## src/rtl/add_seq_if.sv

```systemverilog
// Operand/result handshake bundle for the multi-cycle adder/subtractor.
// The master side presents operands and consumes results; the slave is the adder.
interface add_seq_if #(
  parameter int WIDTH = 16
);
  logic             in_valid;
  logic             in_ready;
  logic [WIDTH-1:0] a;
  logic [WIDTH-1:0] b;
  logic             sub;
  logic             cin;
  logic             out_valid;
  logic             out_ready;
  logic [WIDTH-1:0] out;
  logic             cout;
  logic             ovf;
  logic             zero;

  modport master (
    output in_valid, a, b, sub, cin, out_ready,
    input  in_ready, out_valid, out, cout, ovf, zero
  );

  modport slave (
    input  in_valid, a, b, sub, cin, out_ready,
    output in_ready, out_valid, out, cout, ovf, zero
  );
endinterface

```

## src/rtl/add_seq.sv

```systemverilog
// Multi-cycle adder/subtractor: CHUNK bits per clock with a registered ripple carry,
// valid/ready on both sides, and carry / signed-overflow / zero flags.
module add_seq #(
  parameter int WIDTH = 16,
  parameter int CHUNK = 4
) (
  input  logic      clk,
  input  logic      reset,
  add_seq_if.slave  bus
);

  localparam int CH = (CHUNK < 1) ? 1 : CHUNK;
  localparam int N  = WIDTH / CH;
  localparam int KW = (N > 1) ? $clog2(N) : 1;

  generate
    if (CHUNK < 1 || (WIDTH % CH) != 0) begin : g_bad_chunk
      $error("add_seq: CHUNK must be >= 1 and divide WIDTH");
    end
  endgenerate

  typedef enum logic [1:0] {IDLE, RUN, DONE} state_e;

  state_e           state_q, state_d;
  logic [WIDTH-1:0] a_q, a_d, b_q, b_d, sum_q, sum_d;
  logic             carry_q, carry_d;
  logic [KW-1:0]    k_q, k_d;
  logic [WIDTH-1:0] out_q, out_d;
  logic             cout_q, cout_d, ovf_q, ovf_d, zero_q, zero_d;

  // Operands are shifted right each RUN cycle so the live chunk is always the low bits;
  // the sum register fills from the top so it holds the full result after N steps.
  logic [CH-1:0]    a_chunk, b_chunk, s_chunk;
  logic             c_out;
  logic [WIDTH-1:0] sum_shift;
  logic             last_k;

  assign a_chunk          = a_q[CH-1:0];
  assign b_chunk          = b_q[CH-1:0];
  assign {c_out, s_chunk} = {1'b0, a_chunk} + {1'b0, b_chunk} + (CH+1)'(carry_q);
  assign sum_shift        = (sum_q >> CH) | (WIDTH'(s_chunk) << (WIDTH - CH));
  assign last_k           = (k_q == KW'(N - 1));

  always_comb begin
    // NOTE: every variable gets a default before the case so no path can infer a latch.
    state_d = state_q;
    a_d     = a_q;
    b_d     = b_q;
    sum_d   = sum_q;
    carry_d = carry_q;
    k_d     = k_q;
    out_d   = out_q;
    cout_d  = cout_q;
    ovf_d   = ovf_q;
    zero_d  = zero_q;
    unique case (state_q)
      IDLE: begin
        if (bus.in_valid) begin
          a_d     = bus.a;
          b_d     = bus.sub ? ~bus.b : bus.b;
          carry_d = bus.cin ^ bus.sub;
          k_d     = '0;
          state_d = RUN;
        end
      end
      RUN: begin
        a_d     = a_q >> CH;
        b_d     = b_q >> CH;
        sum_d   = sum_shift;
        carry_d = c_out;
        k_d     = k_q + KW'(1);
        if (last_k) begin
          out_d   = sum_shift;
          cout_d  = c_out;
          // Carry into the MSB is recovered from the MSB's own sum bit.
          ovf_d   = a_chunk[CH-1] ^ b_chunk[CH-1] ^ s_chunk[CH-1] ^ c_out;
          zero_d  = (sum_shift == '0);
          state_d = DONE;
        end
      end
      DONE: begin
        if (bus.out_ready) state_d = IDLE;
      end
      default: state_d = IDLE;
    endcase
  end

  // NOTE: state uses non-blocking assignments so all registers update from pre-edge values.
  always_ff @(posedge clk) begin
    if (reset) begin
      state_q <= IDLE;
      out_q   <= '0;
      cout_q  <= 1'b0;
      ovf_q   <= 1'b0;
      zero_q  <= 1'b0;
    end else begin
      state_q <= state_d;
      out_q   <= out_d;
      cout_q  <= cout_d;
      ovf_q   <= ovf_d;
      zero_q  <= zero_d;
    end
  end

  // NOTE: staging registers are always loaded before they are read, so they carry no reset.
  always_ff @(posedge clk) begin
    a_q     <= a_d;
    b_q     <= b_d;
    sum_q   <= sum_d;
    carry_q <= carry_d;
    k_q     <= k_d;
  end

  assign bus.in_ready  = (state_q == IDLE);
  assign bus.out_valid = (state_q == DONE);
  assign bus.out       = out_q;
  assign bus.cout      = cout_q;
  assign bus.ovf       = ovf_q;
  assign bus.zero      = zero_q;

endmodule
```

## src/flat_wrapper.sv

```systemverilog
// flat-port wrapper written by rule: the top's interface ports become plain ports
module add_seq_flat 
#(
  parameter int WIDTH = 16,
  parameter int CHUNK = 4
)
  (clk, reset, bus_in_valid, bus_a, bus_b, bus_sub, bus_cin, bus_out_ready, bus_in_ready, bus_out_valid, bus_out, bus_cout, bus_ovf, bus_zero);
  add_seq_if #(.WIDTH(WIDTH)) bus_i ();
  input  logic clk;
  input  logic reset;
  input wire logic [$bits(bus_i.in_valid)-1:0] bus_in_valid;
  input wire logic [$bits(bus_i.a)-1:0] bus_a;
  input wire logic [$bits(bus_i.b)-1:0] bus_b;
  input wire logic [$bits(bus_i.sub)-1:0] bus_sub;
  input wire logic [$bits(bus_i.cin)-1:0] bus_cin;
  input wire logic [$bits(bus_i.out_ready)-1:0] bus_out_ready;
  output wire logic [$bits(bus_i.in_ready)-1:0] bus_in_ready;
  output wire logic [$bits(bus_i.out_valid)-1:0] bus_out_valid;
  output wire logic [$bits(bus_i.out)-1:0] bus_out;
  output wire logic [$bits(bus_i.cout)-1:0] bus_cout;
  output wire logic [$bits(bus_i.ovf)-1:0] bus_ovf;
  output wire logic [$bits(bus_i.zero)-1:0] bus_zero;
  assign bus_i.in_valid = bus_in_valid;
  assign bus_i.a = bus_a;
  assign bus_i.b = bus_b;
  assign bus_i.sub = bus_sub;
  assign bus_i.cin = bus_cin;
  assign bus_i.out_ready = bus_out_ready;
  assign bus_in_ready = bus_i.in_ready;
  assign bus_out_valid = bus_i.out_valid;
  assign bus_out = bus_i.out;
  assign bus_cout = bus_i.cout;
  assign bus_ovf = bus_i.ovf;
  assign bus_zero = bus_i.zero;
  add_seq #(.WIDTH(WIDTH), .CHUNK(CHUNK)) u_core (.clk(clk), .reset(reset), .bus(bus_i));
endmodule
```

## config.mk

```make
export PLATFORM = sky130hd
export DESIGN_NAME = add_seq_flat
export DESIGN_NICKNAME = d
export VERILOG_FILES = /design/src/rtl/add_seq_if.sv /design/src/rtl/add_seq.sv /design/src/flat_wrapper.sv
export SDC_FILE = /design/constraint.sdc
export NUM_CORES = 1
export LEC_CHECK = 0
export BUFFER_PORTS_ARGS = -buffer_cell sky130_fd_sc_hd__buf_2
export CELL_PAD_IN_SITES_DETAIL_PLACEMENT = 1
export CELL_PAD_IN_SITES_GLOBAL_PLACEMENT = 1
export CORE_ASPECT_RATIO = 0.75
export CORE_MARGIN = 5
export CORE_UTILIZATION = 42
export DETAILED_ROUTE_END_ITERATION = 10
export PLACE_DENSITY = 0.87
export SKIP_CTS_REPAIR_TIMING = 1
export SYNTH_ARGS = -nofsm -noshare
export SYNTH_HDL_FRONTEND = slang
export SYNTH_SLANG_ARGS = --single-unit
export TNS_END_PERCENT = 5
```

## constraint.sdc

```tcl
create_clock -name clk -period 3 [get_ports clk]
set_clock_uncertainty 0.1 [all_clocks]
set_input_delay 0.45 -clock clk [delete_from_list [all_inputs] [get_ports clk]]
set_output_delay 0.45 -clock clk [all_outputs]
set_load 0.05 [all_outputs]
```

==> reports/qor.txt <==
First-pass GRT wire length: 10100 um
Initial Util: 0.428
Internal Power: 0.00162 W
Initial antenna violation count: 0
Vias: 1994
Crit-path max FO: 56
Half-perimeter wire length after placement: 4340 um
Gpl congestion: 0.749
Cell variety after synth: 32
Crit path buf inv count: 1
IO buf count: 58
Die Ht: 81.7 um
Syn avg cell area: 11.1 um^2
H-tree depth: 3
Drt pass-1 iters: 4
Root cell of the clock tree: clkbuf_8
Remaining DRCs: 0
Slowest-stage cell, CP: inv_4
Sequential Power Share: 0.536
Combinational Power Share: 0.150
Internal reg-to-reg setup slack: 710 ps
Row count: 26
Clock Path Buffers: 2
Worst-Skew Late Latency: 340 ps
Final slew viol count: 0
Maxcap violations: 0
Family with the most delay on the worst path: simple AND/OR/NAND/NOR gates
Number of buffers created by CTS: 9
Tot GR Track Use: 0.153
Clock share of power: 0.314
HP Class: input pin to flip-flop
Die width: 106 um
Worst Setup Slack, final: 706 ps
Worst slew pin tran: 727 ps
Final nets: 361
Final setup violating endpoints: 0
Fin. Hold Viols: 0
Worst Path Required: 3160 ps
Sw Pwr: 0.000593 W
Commonest non-fill, non-tap cell in the layout: nand2_1
Hold path start: bus_a[8]
Routed vias/inst: 4.91
Tcrit/Tclk final: 0.765
RSZ-0062 raised after global routing: no
Initial DRC count: 64
Synth Net Count: 304
Syn Inst Count: 260
Largest area contributor in the netlist: edfxtp_1
Final wirelength: 6090 um
Max incr delay on CP: 590 ps
Critical path endpoint category: flip-flop
PD cells: 650 mW/mm^2
TritonCTS clock tree: done
Largest net degree at the start of global routing: 57
Final worst path period need: 2290 ps
Status: complete, no violations
Pre-CTS setup slack: 697 ps
ANT nets after route: 0
Antenna cell count: 0
Crit-path cells: nand2b_1, inv_4, and2_4, nor2_1, a211oi_2
Worst vdd ir: 0.000321 V
Worst R2R Start: u_core.state_q[1]
Mapped cell area: 0.00288 mm^2
Vias in the first global route: 2162
Placeable Area: 0.00673 mm^2
Crit path launch: u_core.state_q[1]
Layout area overhead: 18.2%
Startpoint types: flip-flop
Total negative setup slack: 0 ps
Number of synthesized register bits: 68
Area contributors post-synth: edfxtp_1, dfxtp_1, nand2_1
Leak: 1.39 nW
Critical path class: flip-flop to flip-flop
Yosys warnings: 0
Switching share of power: 0.268
Max Clk Rate: 436 MHz
Die area: 0.00863 mm^2
Post-synthesis sequential area ratio: 0.636
Io pins: 59
Clock-pin slew on the worst setup and hold paths: 70 ps
Most frequent cells in the layout: nand2_1, buf_2, edfxtp_1
Critical path arrival: 2450 ps
TritonCTS Sinks: 68
Wire per inst: 15.0 um
Fraction of layout cells with a size suffix above 1: 0.255
Area fraction of the dominant cell type after synthesis: 0.490
Congestion Overflow GR: 0
Relative slew slack: 0.515
[tightest hold or removal path: cells and delay by family]
kind	cells	cell delay [ps]
AND/OR/NAND/NOR	2	90
buffers and inverters	1	70
[sequential cells by signal (all words and copies together), names as in the netlist]
register / count
u_core.a_q: 16
u_core.bus.cout: 1
u_core.k_q: 2
u_core.sum_q: 12
u_core.state_q: 2
u_core.bus.zero: 1
u_core.bus.out: 16
u_core.carry_q: 1
u_core.bus.ovf: 1
u_core.b_q: 16
[cell families (layout without fill, tap and decap cells)]
logic type / after synthesis / after routing / share of synthesized area
xor+xnor: 20 / 20 / 0.0608
fa+ha+maj: 6 / 6 / 0.0313
buf+inv: 18 / 80 / 0.0330
compound gates: 36 / 36 / 0.0708
flops: 68 / 68 / 0.636
simple gates: 112 / 112 / 0.168
[power by group through the flow]
stage,Clock (W),Combinational (W),Sequential [W]
after detailed placement,0,0.000334,0.00121
after CTS,0.000718,0.000336,0.00119
after global placement,0,0.000311,0.00120
after global routing,0.000764,0.000370,0.00120
final,0.000695,0.000331,0.00119
after floorplan,0,0.000215,0.00122
[worst paths after layout]
path / end / cells after the start
max: u_core.bus.ovf / 5
min: u_core.a_q[8] / 3
max reg2reg: u_core.bus.ovf / 5
min reg2reg: u_core.bus.out[8] / 2
[Yosys cell counts]
master     instances
nand2_1           77
edfxtp_1          47
dfxtp_1           21
xnor2_1           19
a21oi_1           17
nor2_1            16
o21ai_0           13
and2_1             5
buf_2              5
clkbuf_1           4
ha_1               4
inv_1              4
nand2b_1           3
a211oi_2           2
a21o_1             2
buf_4              2
fa_1               2
nand3b_1           2
nor4_1             2
a2111oi_0          1
and2_4             1
buf_6              1
clkbuf_4           1
inv_4              1
nand4_1            1
nor2b_1            1
nor3_1             1
nor3b_2            1
nor4_2             1
o21ai_1            1
or4_1              1
xor2_1             1
[routing by layer]
metal	part of all wire	track usage	wire (um)	vias up
met2	0.52	0.279	3190	54
met1	0.41	0.168	2510	945
met3	0.059	0.0589	357	4
met5	0	0	0	-
met4	0.0053	0.0466	32	0
li1	-	-	-	991
[metrics by stage]
stage          cell area (um^2)  hold slack [ps]  instances  utilization  power, W
2_1_floorplan              2880              341        260            -   0.00143
4_1_cts                    3400              261        406        0.506   0.00224
3_5_place_dp               3220              347        390        0.478   0.00154
5_1_grt                    3400              270        406        0.506   0.00233
6_report                   3400              282        406        0.506   0.00221
3_3_place_gp               3220              340        390        0.478   0.00151
[area by class of cell]
type,instances,area [um^2]
Tap cell,84,105
Multi-Input combinational cell,174,962
Inverter,5,21.3
Timing Repair Buffer,59,298
Clock buffer,12,165
Sequential cell,68,1830
Fill cell,757,3330
Clock inverter,4,21.3
(Power assumes the default switching activity.)
